### config.mk
export PLATFORM = sky130hd
export DESIGN_NAME = ex_mem_buffer_flat
export DESIGN_NICKNAME = d
export VERILOG_FILES = /design/src/rtl/ex_mem_buffer_pkg.sv /design/src/rtl/ex_mem_buffer_if.sv /design/src/rtl/ex_mem_buffer_pipe_fifo.sv /design/src/rtl/ex_mem_buffer.sv /design/src/flat_wrapper.sv
export SDC_FILE = /design/constraint.sdc
export NUM_CORES = 1
export LEC_CHECK = 0
export BUFFER_PORTS_ARGS = -buffer_cell sky130_fd_sc_hd__buf_2
export CAP_MARGIN = 40
export CORE_MARGIN = 8
export CORE_UTILIZATION = 50
export CTS_BUF_LIST = sky130_fd_sc_hd__clkbuf_2 sky130_fd_sc_hd__clkbuf_4 sky130_fd_sc_hd__clkbuf_8
export CTS_CLUSTER_DIAMETER = 120
export DETAILED_ROUTE_END_ITERATION = 6
export PLACE_DENSITY = 0.81
export SYNTH_ARGS = -nofsm -noshare
export SYNTH_HDL_FRONTEND = slang
export SYNTH_HIERARCHICAL = 1
export SYNTH_SLANG_ARGS = --single-unit
### constraint.sdc
create_clock -name clk -period 10.35 [get_ports clk]
set_input_delay 1.5525 -clock clk [delete_from_list [all_inputs] [get_ports clk]]
set_output_delay 1.5525 -clock clk [all_outputs]
set_load 0.01 [all_outputs]
### src/rtl/ex_mem_buffer_pkg.sv
// Shared constants for the execute/memory decoupling buffer: control-bit
// positions inside ctrl_ex/ctrl_mem and the packed FIFO entry width.
package ex_mem_pkg;

  localparam int CTRL_W          = 4;
  localparam int CTRL_REG_WRITE  = 0;
  localparam int CTRL_MEM_READ   = 1;
  localparam int CTRL_MEM_WRITE  = 2;
  localparam int CTRL_MEM_TO_REG = 3;

  localparam int DEF_DATA_W     = 32;
  localparam int DEF_REG_ADDR_W = 5;

  // Entry layout, MSB first: {alu_result, rd, ctrl, store_data}.
  function automatic int entry_width(input int data_w, input int reg_addr_w);
    return data_w + reg_addr_w + CTRL_W + data_w;
  endfunction

  localparam int ENTRY_W = entry_width(DEF_DATA_W, DEF_REG_ADDR_W);

endpackage

### src/rtl/ex_mem_buffer_if.sv
// Execute-side and memory-side bus of ex_mem_buffer. The slave modport is the
// buffer itself; the master modport is whoever drives execute and sinks memory.
interface ex_mem_buffer_if
  import ex_mem_pkg::*;
#(
  parameter int DATA_W     = DEF_DATA_W,
  parameter int REG_ADDR_W = DEF_REG_ADDR_W
) ();

  logic                  valid_ex;
  logic                  alu_ready;
  logic [DATA_W-1:0]     alu_result_ex;
  logic                  branch_alu;
  logic [DATA_W-1:0]     pc_ex;
  logic [DATA_W-1:0]     imm_ex;
  logic [REG_ADDR_W-1:0] rd_ex;
  logic [CTRL_W-1:0]     ctrl_ex;
  logic [DATA_W-1:0]     store_data_ex;
  logic                  flush;
  logic                  data_ready_mem;

  logic                  valid_mem;
  logic [DATA_W-1:0]     alu_result_mem;
  logic [REG_ADDR_W-1:0] rd_mem;
  logic [CTRL_W-1:0]     ctrl_mem;
  logic [DATA_W-1:0]     store_data_mem;
  logic                  stall_ex;
  logic                  branch_taken;
  logic [DATA_W-1:0]     branch_target;

  modport slave (
    input  valid_ex, alu_ready, alu_result_ex, branch_alu, pc_ex, imm_ex,
           rd_ex, ctrl_ex, store_data_ex, flush, data_ready_mem,
    output valid_mem, alu_result_mem, rd_mem, ctrl_mem, store_data_mem,
           stall_ex, branch_taken, branch_target
  );

  modport master (
    output valid_ex, alu_ready, alu_result_ex, branch_alu, pc_ex, imm_ex,
           rd_ex, ctrl_ex, store_data_ex, flush, data_ready_mem,
    input  valid_mem, alu_result_mem, rd_mem, ctrl_mem, store_data_mem,
           stall_ex, branch_taken, branch_target
  );

endinterface

### src/rtl/ex_mem_buffer_pipe_fifo.sv
// Generic in-order FIFO with power-of-two depth. The caller guarantees push
// only when not full and pop only when not empty; clear beats both.
module pipe_fifo #(
  parameter int WIDTH = 8,
  parameter int DEPTH = 2
) (
  input  logic                       clk,
  input  logic                       rstn,
  input  logic                       push,
  input  logic                       pop,
  input  logic                       clear,
  input  logic [WIDTH-1:0]           din,
  output logic [WIDTH-1:0]           dout,
  output logic [$clog2(DEPTH+1)-1:0] count,
  output logic                       full,
  output logic                       empty
);

  localparam int PTR_W = $clog2(DEPTH);
  localparam int CNT_W = $clog2(DEPTH+1);

  logic [WIDTH-1:0] mem_q [DEPTH];
  logic [WIDTH-1:0] mem_d [DEPTH];
  logic [PTR_W-1:0] wr_ptr_q, wr_ptr_d;
  logic [PTR_W-1:0] rd_ptr_q, rd_ptr_d;
  logic [CNT_W-1:0] count_q, count_d;

  // NOTE: every variable assigned in always_comb gets a default first so no latch is inferred.
  always_comb begin
    mem_d    = mem_q;
    wr_ptr_d = wr_ptr_q;
    rd_ptr_d = rd_ptr_q;
    count_d  = count_q;
    if (clear) begin
      wr_ptr_d = '0;
      rd_ptr_d = '0;
      count_d  = '0;
    end else begin
      if (push) begin
        mem_d[wr_ptr_q] = din;
        wr_ptr_d        = wr_ptr_q + PTR_W'(1);
      end
      if (pop) begin
        rd_ptr_d = rd_ptr_q + PTR_W'(1);
      end
      if (push && !pop) begin
        count_d = count_q + CNT_W'(1);
      end else if (pop && !push) begin
        count_d = count_q - CNT_W'(1);
      end
    end
  end

  // NOTE: sequential state uses non-blocking assignments so all flops update together at the edge.
  always_ff @(posedge clk or negedge rstn) begin
    if (!rstn) begin
      wr_ptr_q <= '0;
      rd_ptr_q <= '0;
      count_q  <= '0;
    end else begin
      wr_ptr_q <= wr_ptr_d;
      rd_ptr_q <= rd_ptr_d;
      count_q  <= count_d;
    end
  end

  // NOTE: storage has no reset; an entry is only observed after it was written, and dout is masked when empty.
  always_ff @(posedge clk) begin
    mem_q <= mem_d;
  end

  assign count = count_q;
  assign full  = (count_q == CNT_W'(DEPTH));
  assign empty = (count_q == '0);
  assign dout  = empty ? '0 : mem_q[rd_ptr_q];

  a_no_underflow : assert property (@(posedge clk) disable iff (!rstn) !(pop && empty));
  a_no_overflow  : assert property (@(posedge clk) disable iff (!rstn) !(push && full));

endmodule

### src/rtl/ex_mem_buffer.sv
// EX/MEM decoupling buffer: queues completed execute results for the memory
// stage, stalls execute on a busy alu or full queue, and pulses branch redirects.
module ex_mem_buffer
  import ex_mem_pkg::*;
#(
  parameter int DATA_W     = DEF_DATA_W,
  parameter int REG_ADDR_W = DEF_REG_ADDR_W,
  parameter int DEPTH      = 2,
  parameter int CNT_W      = 32
) (
  input  logic                       clk,
  input  logic                       rstn,
  ex_mem_buffer_if.slave             bus,
  output logic [$clog2(DEPTH+1)-1:0] count,
  output logic [CNT_W-1:0]           stall_cycles
);

  localparam int E_W = entry_width(DATA_W, REG_ADDR_W);

  logic           fifo_full;
  logic           fifo_empty;
  logic           enq;
  logic           deq;
  logic [E_W-1:0] entry_in;
  logic [E_W-1:0] entry_out;

  logic              branch_taken_q,  branch_taken_d;
  logic [DATA_W-1:0] branch_target_q, branch_target_d;
  logic [CNT_W-1:0]  stall_cycles_q,  stall_cycles_d;

  // Handshake terms; flush suppresses both queue operations in its cycle.
  assign enq         = bus.valid_ex & bus.alu_ready & ~fifo_full & ~bus.flush;
  assign deq         = bus.valid_mem & bus.data_ready_mem & ~bus.flush;
  assign bus.stall_ex = bus.valid_ex & (~bus.alu_ready | fifo_full);

  assign entry_in = {bus.alu_result_ex, bus.rd_ex, bus.ctrl_ex, bus.store_data_ex};

  pipe_fifo #(
    .WIDTH (E_W),
    .DEPTH (DEPTH)
  ) u_fifo (
    .clk   (clk),
    .rstn  (rstn),
    .push  (enq),
    .pop   (deq),
    .clear (bus.flush),
    .din   (entry_in),
    .dout  (entry_out),
    .count (count),
    .full  (fifo_full),
    .empty (fifo_empty)
  );

  assign bus.valid_mem = ~fifo_empty;
  assign {bus.alu_result_mem, bus.rd_mem, bus.ctrl_mem, bus.store_data_mem} = entry_out;

  // The taken entry is still queued so a link-register writeback survives the redirect.
  always_comb begin
    branch_taken_d  = enq & bus.branch_alu;
    branch_target_d = branch_target_q;
    if (enq && bus.branch_alu) begin
      branch_target_d = bus.pc_ex + bus.imm_ex;
    end
    stall_cycles_d = stall_cycles_q;
    if (bus.stall_ex && (stall_cycles_q != '1)) begin
      stall_cycles_d = stall_cycles_q + CNT_W'(1);
    end
  end

  always_ff @(posedge clk or negedge rstn) begin
    if (!rstn) begin
      branch_taken_q  <= 1'b0;
      branch_target_q <= '0;
      stall_cycles_q  <= '0;
    end else begin
      branch_taken_q  <= branch_taken_d;
      branch_target_q <= branch_target_d;
      stall_cycles_q  <= stall_cycles_d;
    end
  end

  assign bus.branch_taken  = branch_taken_q;
  assign bus.branch_target = branch_target_q;
  assign stall_cycles      = stall_cycles_q;

endmodule
### src/flat_wrapper.sv
// flat-port wrapper written by rule: the top's interface ports become plain ports
module ex_mem_buffer_flat import ex_mem_pkg::*;
#(
  parameter int DATA_W     = DEF_DATA_W,
  parameter int REG_ADDR_W = DEF_REG_ADDR_W,
  parameter int DEPTH      = 2,
  parameter int CNT_W      = 32
)
  (clk, rstn, count, stall_cycles, bus_valid_ex, bus_alu_ready, bus_alu_result_ex, bus_branch_alu, bus_pc_ex, bus_imm_ex, bus_rd_ex, bus_ctrl_ex, bus_store_data_ex, bus_flush, bus_data_ready_mem, bus_valid_mem, bus_alu_result_mem, bus_rd_mem, bus_ctrl_mem, bus_store_data_mem, bus_stall_ex, bus_branch_taken, bus_branch_target);
  ex_mem_buffer_if #(.DATA_W(DATA_W), .REG_ADDR_W(REG_ADDR_W)) bus_i ();
  input  logic clk;
  input  logic rstn;
  output logic [$clog2(DEPTH+1)-1:0] count;
  output logic [CNT_W-1:0] stall_cycles;
  input wire logic [$bits(bus_i.valid_ex)-1:0] bus_valid_ex;
  input wire logic [$bits(bus_i.alu_ready)-1:0] bus_alu_ready;
  input wire logic [$bits(bus_i.alu_result_ex)-1:0] bus_alu_result_ex;
  input wire logic [$bits(bus_i.branch_alu)-1:0] bus_branch_alu;
  input wire logic [$bits(bus_i.pc_ex)-1:0] bus_pc_ex;
  input wire logic [$bits(bus_i.imm_ex)-1:0] bus_imm_ex;
  input wire logic [$bits(bus_i.rd_ex)-1:0] bus_rd_ex;
  input wire logic [$bits(bus_i.ctrl_ex)-1:0] bus_ctrl_ex;
  input wire logic [$bits(bus_i.store_data_ex)-1:0] bus_store_data_ex;
  input wire logic [$bits(bus_i.flush)-1:0] bus_flush;
  input wire logic [$bits(bus_i.data_ready_mem)-1:0] bus_data_ready_mem;
  output wire logic [$bits(bus_i.valid_mem)-1:0] bus_valid_mem;
  output wire logic [$bits(bus_i.alu_result_mem)-1:0] bus_alu_result_mem;
  output wire logic [$bits(bus_i.rd_mem)-1:0] bus_rd_mem;
  output wire logic [$bits(bus_i.ctrl_mem)-1:0] bus_ctrl_mem;
  output wire logic [$bits(bus_i.store_data_mem)-1:0] bus_store_data_mem;
  output wire logic [$bits(bus_i.stall_ex)-1:0] bus_stall_ex;
  output wire logic [$bits(bus_i.branch_taken)-1:0] bus_branch_taken;
  output wire logic [$bits(bus_i.branch_target)-1:0] bus_branch_target;
  assign bus_i.valid_ex = bus_valid_ex;
  assign bus_i.alu_ready = bus_alu_ready;
  assign bus_i.alu_result_ex = bus_alu_result_ex;
  assign bus_i.branch_alu = bus_branch_alu;
  assign bus_i.pc_ex = bus_pc_ex;
  assign bus_i.imm_ex = bus_imm_ex;
  assign bus_i.rd_ex = bus_rd_ex;
  assign bus_i.ctrl_ex = bus_ctrl_ex;
  assign bus_i.store_data_ex = bus_store_data_ex;
  assign bus_i.flush = bus_flush;
  assign bus_i.data_ready_mem = bus_data_ready_mem;
  assign bus_valid_mem = bus_i.valid_mem;
  assign bus_alu_result_mem = bus_i.alu_result_mem;
  assign bus_rd_mem = bus_i.rd_mem;
  assign bus_ctrl_mem = bus_i.ctrl_mem;
  assign bus_store_data_mem = bus_i.store_data_mem;
  assign bus_stall_ex = bus_i.stall_ex;
  assign bus_branch_taken = bus_i.branch_taken;
  assign bus_branch_target = bus_i.branch_target;
  ex_mem_buffer #(.DATA_W(DATA_W), .REG_ADDR_W(REG_ADDR_W), .DEPTH(DEPTH), .CNT_W(CNT_W)) u_core (.clk(clk), .rstn(rstn), .bus(bus_i), .count(count), .stall_cycles(stall_cycles));
endmodule
==> results of run 1 <==
power groups by stage:
stage	clock network (mW)	registers, mW	logic, mW
after floorplan	0	1.06	0.230
after global placement	0	1.05	0.424
final	0.732	1.03	0.434
after CTS	0.754	1.03	0.439
after detailed placement	0	1.05	0.438
after global routing	0.790	1.04	0.479
Yosys cell counts (14+ instances only):
cell type  instances  area, µm²
clkbuf_1          17       63.8
nor2_1           103        387
xnor2_1           25        219
ha_1              33        413
a21oi_1           33        165
inv_1             14       52.6
nor3_1            16       80.1
xor2_1            31        272
nand2_1           72        270
o21ai_0           36        180
edfxtp_1         146       4380
nand3_1           17       85.1
a21o_1            20        150
mux2i_1           76        761
dfrtp_1           69       1730
worst max-delay path: stages, from the launching register on:
cell	delay (ns)
dfrtp_4	0.63
buf_4	0.33
buf_16	0.31
mux2i_1	0.39
nor2_1	0.07
buf_2	0.17
state kept, by name, summed over array words and instances, names as in the netlist:
register	cells
u_core/stall_cycles	32
u_core/u_fifo/wr_ptr_q	1
u_core/u_fifo/count	2
u_core/bus.branch_target	32
u_core/u_fifo/mem_q	146
u_core/bus.branch_taken	1
u_core/u_fifo/rd_ptr_q	1
routing by layer:
layer	global-route usage (%)	share of wire, %	up-vias
li1	-	-	3676
met5	0	0.15	-
met4	7.03	2.9	6
met3	6.15	8.0	60
met1	23.6	40	3646
met2	33.8	49	329
layout make-up:
| type | count | share of cell area [%] |
|---|---|---|
| Antenna cell | 1 | 0.0196 |
| Clock buffer | 50 | 4.81 |
| Clock inverter | 13 | 0.756 |
| Inverter | 15 | 0.442 |
| Multi-Input combinational cell | 577 | 30.8 |
| Sequential cell | 215 | 48.0 |
| Tap cell | 270 | 2.65 |
| Timing Repair Buffer | 295 | 12.5 |
cell families (layout without fill, tap and decap cells):
group	count (synthesis)	in the layout	synth area share, %
AND/OR/NAND/NOR	281	281	13.3
flip-flops	215	215	59.5
AO/OA/AOI/OAI	129	129	8.28
multiplexers	77	77	7.52
XOR/XNOR	56	56	4.78
buffers and inverters	48	373	2.36
adder cells (fa/ha/maj)	34	34	4.22
other	0	1	0
worst paths after layout:
kind	from	to	cells past startpoint
hold reg to reg	u_core/bus.branch_target[0]	u_core/bus.branch_target[0]	2
setup / recovery	u_core/u_fifo/rd_ptr_q	bus_store_data_mem[14]	5
max in group asynchronous	rstn	u_core/u_fifo/rd_ptr_q	3
setup reg to reg	u_core/u_fifo/count[0]	u_core/bus.branch_target[29]	9
hold / removal	u_core/bus.branch_target[0]	u_core/bus.branch_target[0]	2
min in group asynchronous	rstn	u_core/stall_cycles[27]	2
==> results.py, run 1 <==
metrics = {
    "floorplanning": {
        "die_area_um2": 25400,
        "io_pins": 286,
        "start_util_pct": 50.9,
        "chipHeight_um": 159,
        "fp-row-count": 52,
        "core-area_um2": 20200,
        "die_w_um": 159,
    },
    "timing": {
        "period_needed_ns": 4.04,
        "setup_ws_ns": 6.31,
        "tightest_slew_ns": 0.869,
        "fin_skew_ns": 0.0172,
        "setup_viol": 0,
        "rsz0062_at_grt": "no",
        "hold_slack_ns": 0.471,
        "maxSlewViolCount": 0,
        "slew_headroom_pct": 42.1,
        "timing.fmax_mhz": 248,
        "tns_ns": 0,
        "hold_viol": 0,
        "fin_crit_sh_pct": 39.0,
    },
    "synthesis": {
        "syn_avg_cell_area_um2": 12.2,
        "ys_ff_latch": 215,
        "synth_edf_count": 146,
        "syn_area_um2": 10300,
        "synthFlopType": "edfxtp_1",
        "synthArstFlopShare_pct": 32.1,
        "synth_fp_nets": 1018,
        "yosys_warnings": 6,
        "yosysSeqAreaShare_pct": 59.5,
        "synthCells": 840,
        "synthDistinctLibCells": 65,
    },
    "clocking": {
        "clk_pin_slew_worst_paths_ns": 0.06,
        "ctsHoldBuffers": 0,
        "clock_latency_ns": 0.51,
        "postCtsResizedCells": 0,
        "cts_sinks": 215,
        "cts_made_buffers": 35,
        "post_cts_buffers": 0,
        "cts-root-buf": "clkbuf_8",
        "clock_path_buffers": 3,
        "cts_max_level": 2,
        "tritoncts": "built",
    },
    "pwr": {
        "sw_frac_of_total_pct": 28.5,
        "p_sw_uw": 626,
        "p_total_mw": 2.20,
        "p_per_area_nw_per_um2": 172,
        "seq_power_share_pct": 46.9,
        "p_int_mw": 1.57,
        "ir_drop_mv": 0.106,
        "pwr-share-comb_pct": 19.7,
        "leakagePower_nw": 5.57,
        "p_clk_share_pct": 33.3,
    },
    "placed_design": {
        "io_buffer_count": 285,
        "hpwl_mm": 19.2,
        "dpl.cell_count": 1372,
        "post_dp_cell_area_um2": 12000,
        "place_worst_setup_slack_ns": 6.52,
        "gp_congestion": 0.919,
    },
    "detailed_routing": {
        "firstDrtPassIters": 5,
        "routedWlPerCell_um": 17.8,
        "vias": 7717,
        "drt.antenna.violating_nets": 0,
        "drc": 0,
        "finalWirelength_mm": 25.6,
        "viasPerCell": 5.37,
        "first_iter_violations": 521,
    },
    "worst_setup_path": {
        "r2r_slack_ns": 7.37,
        "end_kind": "output port",
        "path_max_fanout": 47,
        "critPathKind": "flop to output port",
        "cp.required_ns": 8.80,
        "worst_ep_arrival_time_ns": 2.49,
        "startpoint_type": "flop",
    },
    "cells_and_area": {
        "syn2layout_area_growth_pct": 24.2,
        "layout_commonest_cell": "buf_2",
        "layout-drive-gt1-share_pct": 31.8,
        "fin_cells": 1436,
        "register_area_um2": 6110,
        "nets": 1317,
        "final_cell_mix": "buf_2, edfxtp_1, nor2_1",
        "multiInputGateArea_um2": 3930,
        "fin_util_pct": 63.2,
        "final_area_um2": 12700,
        "fillers": 1573,
    },
    "grt": {
        "first_global_vias": 7865,
        "track_usage_pct": 20.0,
        "grt_overflow": 0,
        "antenna_found_initial": 4,
        "grt_pass1_wl_mm": 41.1,
        "grt_max_degree": 76,
    },
    "min_path": {
        "worstHoldPathType": "flop to flop",
    },
    "run": {
        "maxCapViolCount": 0,
    },
    "status": {
        "status": "finished clean",
    },
}
Note: power is estimated with default switching activity, not from simulation.
==> run 2: changes to the inputs <==
- clock period: 10.35 -> 4.05 ns (I/O delays scaled with it)
==> results.py, run 2 (synthesis gave the netlist of run 1 again) <==
metrics = {
    "worst_setup_path": {
        "worst_ep_arrival_time_ns": 3.45,
        "startpoint_type": "flop",
        "reg2reg_from": "u_core/u_fifo/count[0]",
        "critPathKind": "flop to flop",
        "end_kind": "flop",
        "cp.required_ns": 4.44,
        "r2r_cells": 8,
        "path_max_fanout": 45,
        "critical_path.startpoint": "u_core/u_fifo/count[0]",
        "r2r_slack_ns": 0.99,
    },
    "clocking": {
        "postCtsResizedCells": 0,
        "post_cts_buffers": 0,
        "tritoncts": "built",
        "cts-root-buf": "clkbuf_8",
        "cts_sinks": 215,
        "cts_made_buffers": 36,
        "clock_path_buffers": 3,
        "clk_pin_slew_worst_paths_ns": 0.06,
        "cts_max_level": 2,
        "clock_latency_ns": 0.51,
    },
    "pwr": {
        "p_per_area_nw_per_um2": 444,
        "sw_frac_of_total_pct": 28.7,
        "p_sw_mw": 1.62,
        "seq_power_share_pct": 46.6,
        "pwr-share-comb_pct": 20.2,
        "ir_drop_mv": 0.371,
        "p_total_mw": 5.66,
        "p_clk_share_pct": 33.2,
        "leakagePower_nw": 5.55,
        "p_int_mw": 4.03,
    },
    "floorplanning": {
        "start_util_pct": 50.9,
        "fp-row-count": 52,
        "die_area_um2": 25400,
        "core-area_um2": 20200,
        "chipHeight_um": 159,
        "die_w_um": 159,
        "io_pins": 286,
    },
    "min_path": {
        "worstHoldPathType": "input port to flop",
        "min_from": "bus_store_data_ex[6]",
        "min_path_cells": 1,
    },
    "grt": {
        "grt_overflow": 0,
        "gr-usage-met2_pct": 33.9,
        "antenna_found_initial": 3,
        "top_usage_layer": "met2",
        "grtUsageMet1_pct": 24.5,
        "grtUsageMet3_pct": 5.61,
        "track_usage_pct": 20.1,
        "grt_max_degree": 74,
        "grt_pass1_wl_mm": 41.6,
        "first_global_vias": 7956,
    },
    "detailed_routing": {
        "vias": 7751,
        "firstDrtPassIters": 7,
        "first_iter_violations": 555,
        "drc": 0,
        "drt.antenna.violating_nets": 0,
        "routedWlPerCell_um": 18.3,
        "viasPerCell": 5.40,
        "finalWirelength_mm": 26.3,
    },
    "cells_and_area": {
        "layout-drive-gt1-share_pct": 31.9,
        "nets": 1317,
        "final_cell_mix": "buf_2, edfxtp_1, nor2_1",
        "syn2layout_area_growth_pct": 24.1,
        "largest_reg_flops": 146,
        "fillers": 1587,
        "regMostFlops": "u_core/u_fifo/mem_q",
        "layout_commonest_cell": "buf_2",
    },
    "placed_design": {
        "gp_congestion": 0.909,
        "hpwl_mm": 19.4,
        "place_worst_setup_slack_ns": 0.992,
        "io_buffer_count": 285,
    },
    "timing": {
        "slew_headroom_pct": 49.9,
        "setup_viol": 0,
        "fin_crit_sh_pct": 75.5,
        "rsz0062_at_grt": "no",
        "tns_ns": 0,
        "tightest_slew_ns": 0.748,
        "setup_ws_ns": 0.993,
        "timing.fmax_mhz": 327,
        "fin_skew_ns": 0.0123,
        "period_needed_ns": 3.06,
        "maxSlewViolCount": 0,
        "hold_viol": 0,
    },
    "status": {
        "status": "finished clean",
    },
    "run": {
        "maxCapViolCount": 0,
    },
}
run 2: metal layers:
metal  wire [µm]  vias up
li1            -     3687
met1       10700     3683
met2       12900      333
met3        2010       46
met4         649        2
met5          10        -
run 2: area by class of cell:
| class | instances | area, µm² | share of cell area (%) |
|---|---|---|---|
| timing repair buffer | 294 | 1580 | 12.4 |
| tap | 270 | 338 | 2.65 |
| inverter | 15 | 56.3 | 0.442 |
| clock buffer | 50 | 613 | 4.81 |
| antenna | 2 | 5.00 | 0.0393 |
| sequential | 215 | 6110 | 48.0 |
| multi-input combinational | 577 | 3940 | 30.9 |
| clock inverter | 12 | 97.6 | 0.766 |
run 2: path summary, 6_finish.rpt:
path                                                 to
setup reg to reg           u_core/bus.branch_target[20]
setup / recovery           u_core/bus.branch_target[20]
max in group asynchronous       u_core/stall_cycles[13]
hold reg to reg            u_core/bus.branch_target[12]
hold / removal                   u_core/u_fifo/mem_q[6]
min in group asynchronous        u_core/u_fifo/count[0]
run 2: worst max-delay path, stage by stage (launching register included):
cell,delay (ns)
dfrtp_1,0.47
and2b_1,0.21
nand2b_1,0.14
nor3b_1,0.56
nand2_2,0.61
buf_4,0.41
inv_2,0.18
nand2_1,0.07
o311ai_0,0.27
run 2: stage by stage:
step	instance area [µm²]	instances	hold slack, ns	utilization, %
after global placement	12000	1368	0.458	59.3
after CTS	12700	1433	0.243	63.1
final	12700	1435	0.281	63.2
after detailed placement	12000	1370	0.469	59.6
after floorplan	10300	840	0.312	-
after global routing	12700	1435	0.242	63.2
run 2: power groups by stage:
| stage | Sequential, mW | Clock (mW) | Combinational [mW] |
|---|---|---|---|
| final | 2.64 | 1.88 | 1.14 |
| after global routing | 2.65 | 2.03 | 1.25 |
| after CTS | 2.64 | 1.94 | 1.15 |
| after detailed placement | 2.67 | 0 | 1.15 |
| after global placement | 2.67 | 0 | 1.11 |
| after floorplan | 2.70 | 0 | 0.589 |
run 2: what timing repair did:
action | 4_1_cts | 5_1_grt
hold buffers | 1 | 0
hold endpoints to repair | 8 | 0
endpoints found under the setup margin | 0 | 0
==> run 3: changes to the inputs <==
- CORE_UTILIZATION: 50 -> 49
- PLACE_DENSITY: 0.81 -> 0.83
- clock period: 4.05 -> 2.6 ns (I/O delays scaled with it)
==> results.py, run 3 (synthesis gave the netlist of run 1 again) <==
metrics = {
    "pwr": {
        "p_total_mw": 8.77,
        "leakagePower_nw": 5.66,
        "ir_drop_mv": 0.451,
        "p_per_area_nw_per_um2": 679,
    },
    "detailed_routing": {
        "first_iter_violations": 460,
        "firstDrtPassIters": 4,
        "drt.antenna.violating_nets": 0,
        "viasPerCell": 5.28,
        "routedWlPerCell_um": 18.0,
        "finalWirelength_mm": 26.4,
        "vias": 7736,
        "drc": 0,
    },
    "worst_setup_path": {
        "startpoint_type": "flop",
        "cp.required_ns": 2.21,
        "critPathKind": "flop to output port",
        "end_kind": "output port",
        "worst_ep_arrival_time_ns": 1.98,
        "path_max_fanout": 15,
    },
    "floorplanning": {
        "chipHeight_um": 161,
        "core-area_um2": 20800,
        "die_w_um": 161,
        "fp-row-count": 53,
        "die_area_um2": 25800,
        "start_util_pct": 49.3,
        "io_pins": 286,
    },
    "cells_and_area": {
        "nets": 1340,
        "fin_cells": 1464,
        "final_area_um2": 12900,
        "num_antenna_cells": 0,
        "regMostFlops": "u_core/u_fifo/mem_q",
        "final_cell_mix": "buf_2, edfxtp_1, nor2_1",
        "register_area_um2": 6120,
        "syn2layout_area_growth_pct": 25.8,
        "largest_reg_flops": 146,
        "fillers": 1664,
        "multiInputGateArea_um2": 3950,
        "layout-drive-gt1-share_pct": 33.3,
        "fin_util_pct": 62.0,
        "layout_commonest_cell": "buf_2",
    },
    "clocking": {
        "cts_made_buffers": 37,
        "postCtsResizedCells": 0,
        "cts_max_level": 2,
        "cts_sinks": 215,
        "cts-root-buf": "clkbuf_8",
        "clk_pin_slew_worst_paths_ns": 0.06,
        "clock_latency_ns": 0.51,
        "clock_path_buffers": 3,
        "tritoncts": "built",
    },
    "placed_design": {
        "hpwl_mm": 19.5,
        "io_buffer_count": 285,
        "post_dp_cell_area_um2": 12200,
        "gp_congestion": 0.939,
        "dpl.cell_count": 1396,
        "place_worst_setup_slack_ns": 0.0202,
    },
    "grt": {
        "first_global_vias": 7958,
        "track_usage_pct": 19.3,
        "antenna_found_initial": 1,
        "grt_pass1_wl_mm": 40.3,
        "grt_overflow": 0,
        "grt_max_degree": 75,
    },
    "timing": {
        "tightest_slew_ns": 0.489,
        "tns_ns": 0,
        "timing.fmax_mhz": 421,
        "fin_crit_sh_pct": 91.3,
        "hold_slack_ns": 0.0606,
        "rsz0062_at_grt": "no",
        "setup_viol": 0,
        "period_needed_ns": 2.37,
        "setup_ws_ns": 0.225,
        "fin_skew_ns": 0.0172,
        "hold_viol": 0,
        "maxSlewViolCount": 0,
        "slew_headroom_pct": 66.9,
    },
    "run": {
        "maxCapViolCount": 0,
    },
    "min_path": {
        "worstHoldPathType": "input port to flop",
    },
    "status": {
        "status": "finished clean",
    },
}
-- run 3: path summary, 6_finish.rpt --
| kind | start | to | slack (ns) | depth (start not counted) |
|---|---|---|---|---|
| hold / removal | bus_rd_ex[3] | u_core/u_fifo/mem_q[112] | 0.06 | 1 |
| min in group asynchronous | rstn | u_core/bus.branch_target[30] | 0.38 | 2 |
| setup reg to reg | u_core/stall_cycles[7] | u_core/stall_cycles[27] | 0.24 | 7 |
| setup / recovery | u_core/u_fifo/rd_ptr_q | bus_store_data_mem[27] | 0.23 | 4 |
| hold reg to reg | u_core/bus.branch_target[18] | u_core/bus.branch_target[18] | 0.47 | 2 |
| max in group asynchronous | rstn | u_core/stall_cycles[2] | 1.51 | 3 |
-- run 3: layer usage --
layer / track usage, % / wire (µm)
met5: 0 / 13
met4: 5.68 / 491
met3: 5.84 / 2420
met2: 32.8 / 12800
met1: 23.3 / 10600
-- run 3: report_power, final --
group	switching [mW]	leakage, nW	internal (mW)
sequential	0.208	2.20	3.91
combinational	1.02	3.08	0.750
clock	1.30	0.373	1.58
total	2.53	5.66	6.24
-- run 3: critical path, stage by stage, from the launching register on --
cell	delay (ns)
dfrtp_4	0.64
buf_4	0.32
mux2i_1	0.24
nor2_1	0.10
buf_2	0.17
-- run 3: area by class of cell --
type / instances / share of cell area (%)
inverters: 15 / 0.436
flip-flops and latches: 215 / 47.4
well taps: 275 / 2.67
multi-input cells: 577 / 30.6
repair buffers: 316 / 13.4
clock inverters: 14 / 0.562
clock buffers: 52 / 4.91
-- run 3: what timing repair did --
item,CTS,global route
buffers inserted,0,1
hold buffers,1,0
endpoints found under the hold margin,15,0
setup endpoints to repair,0,4
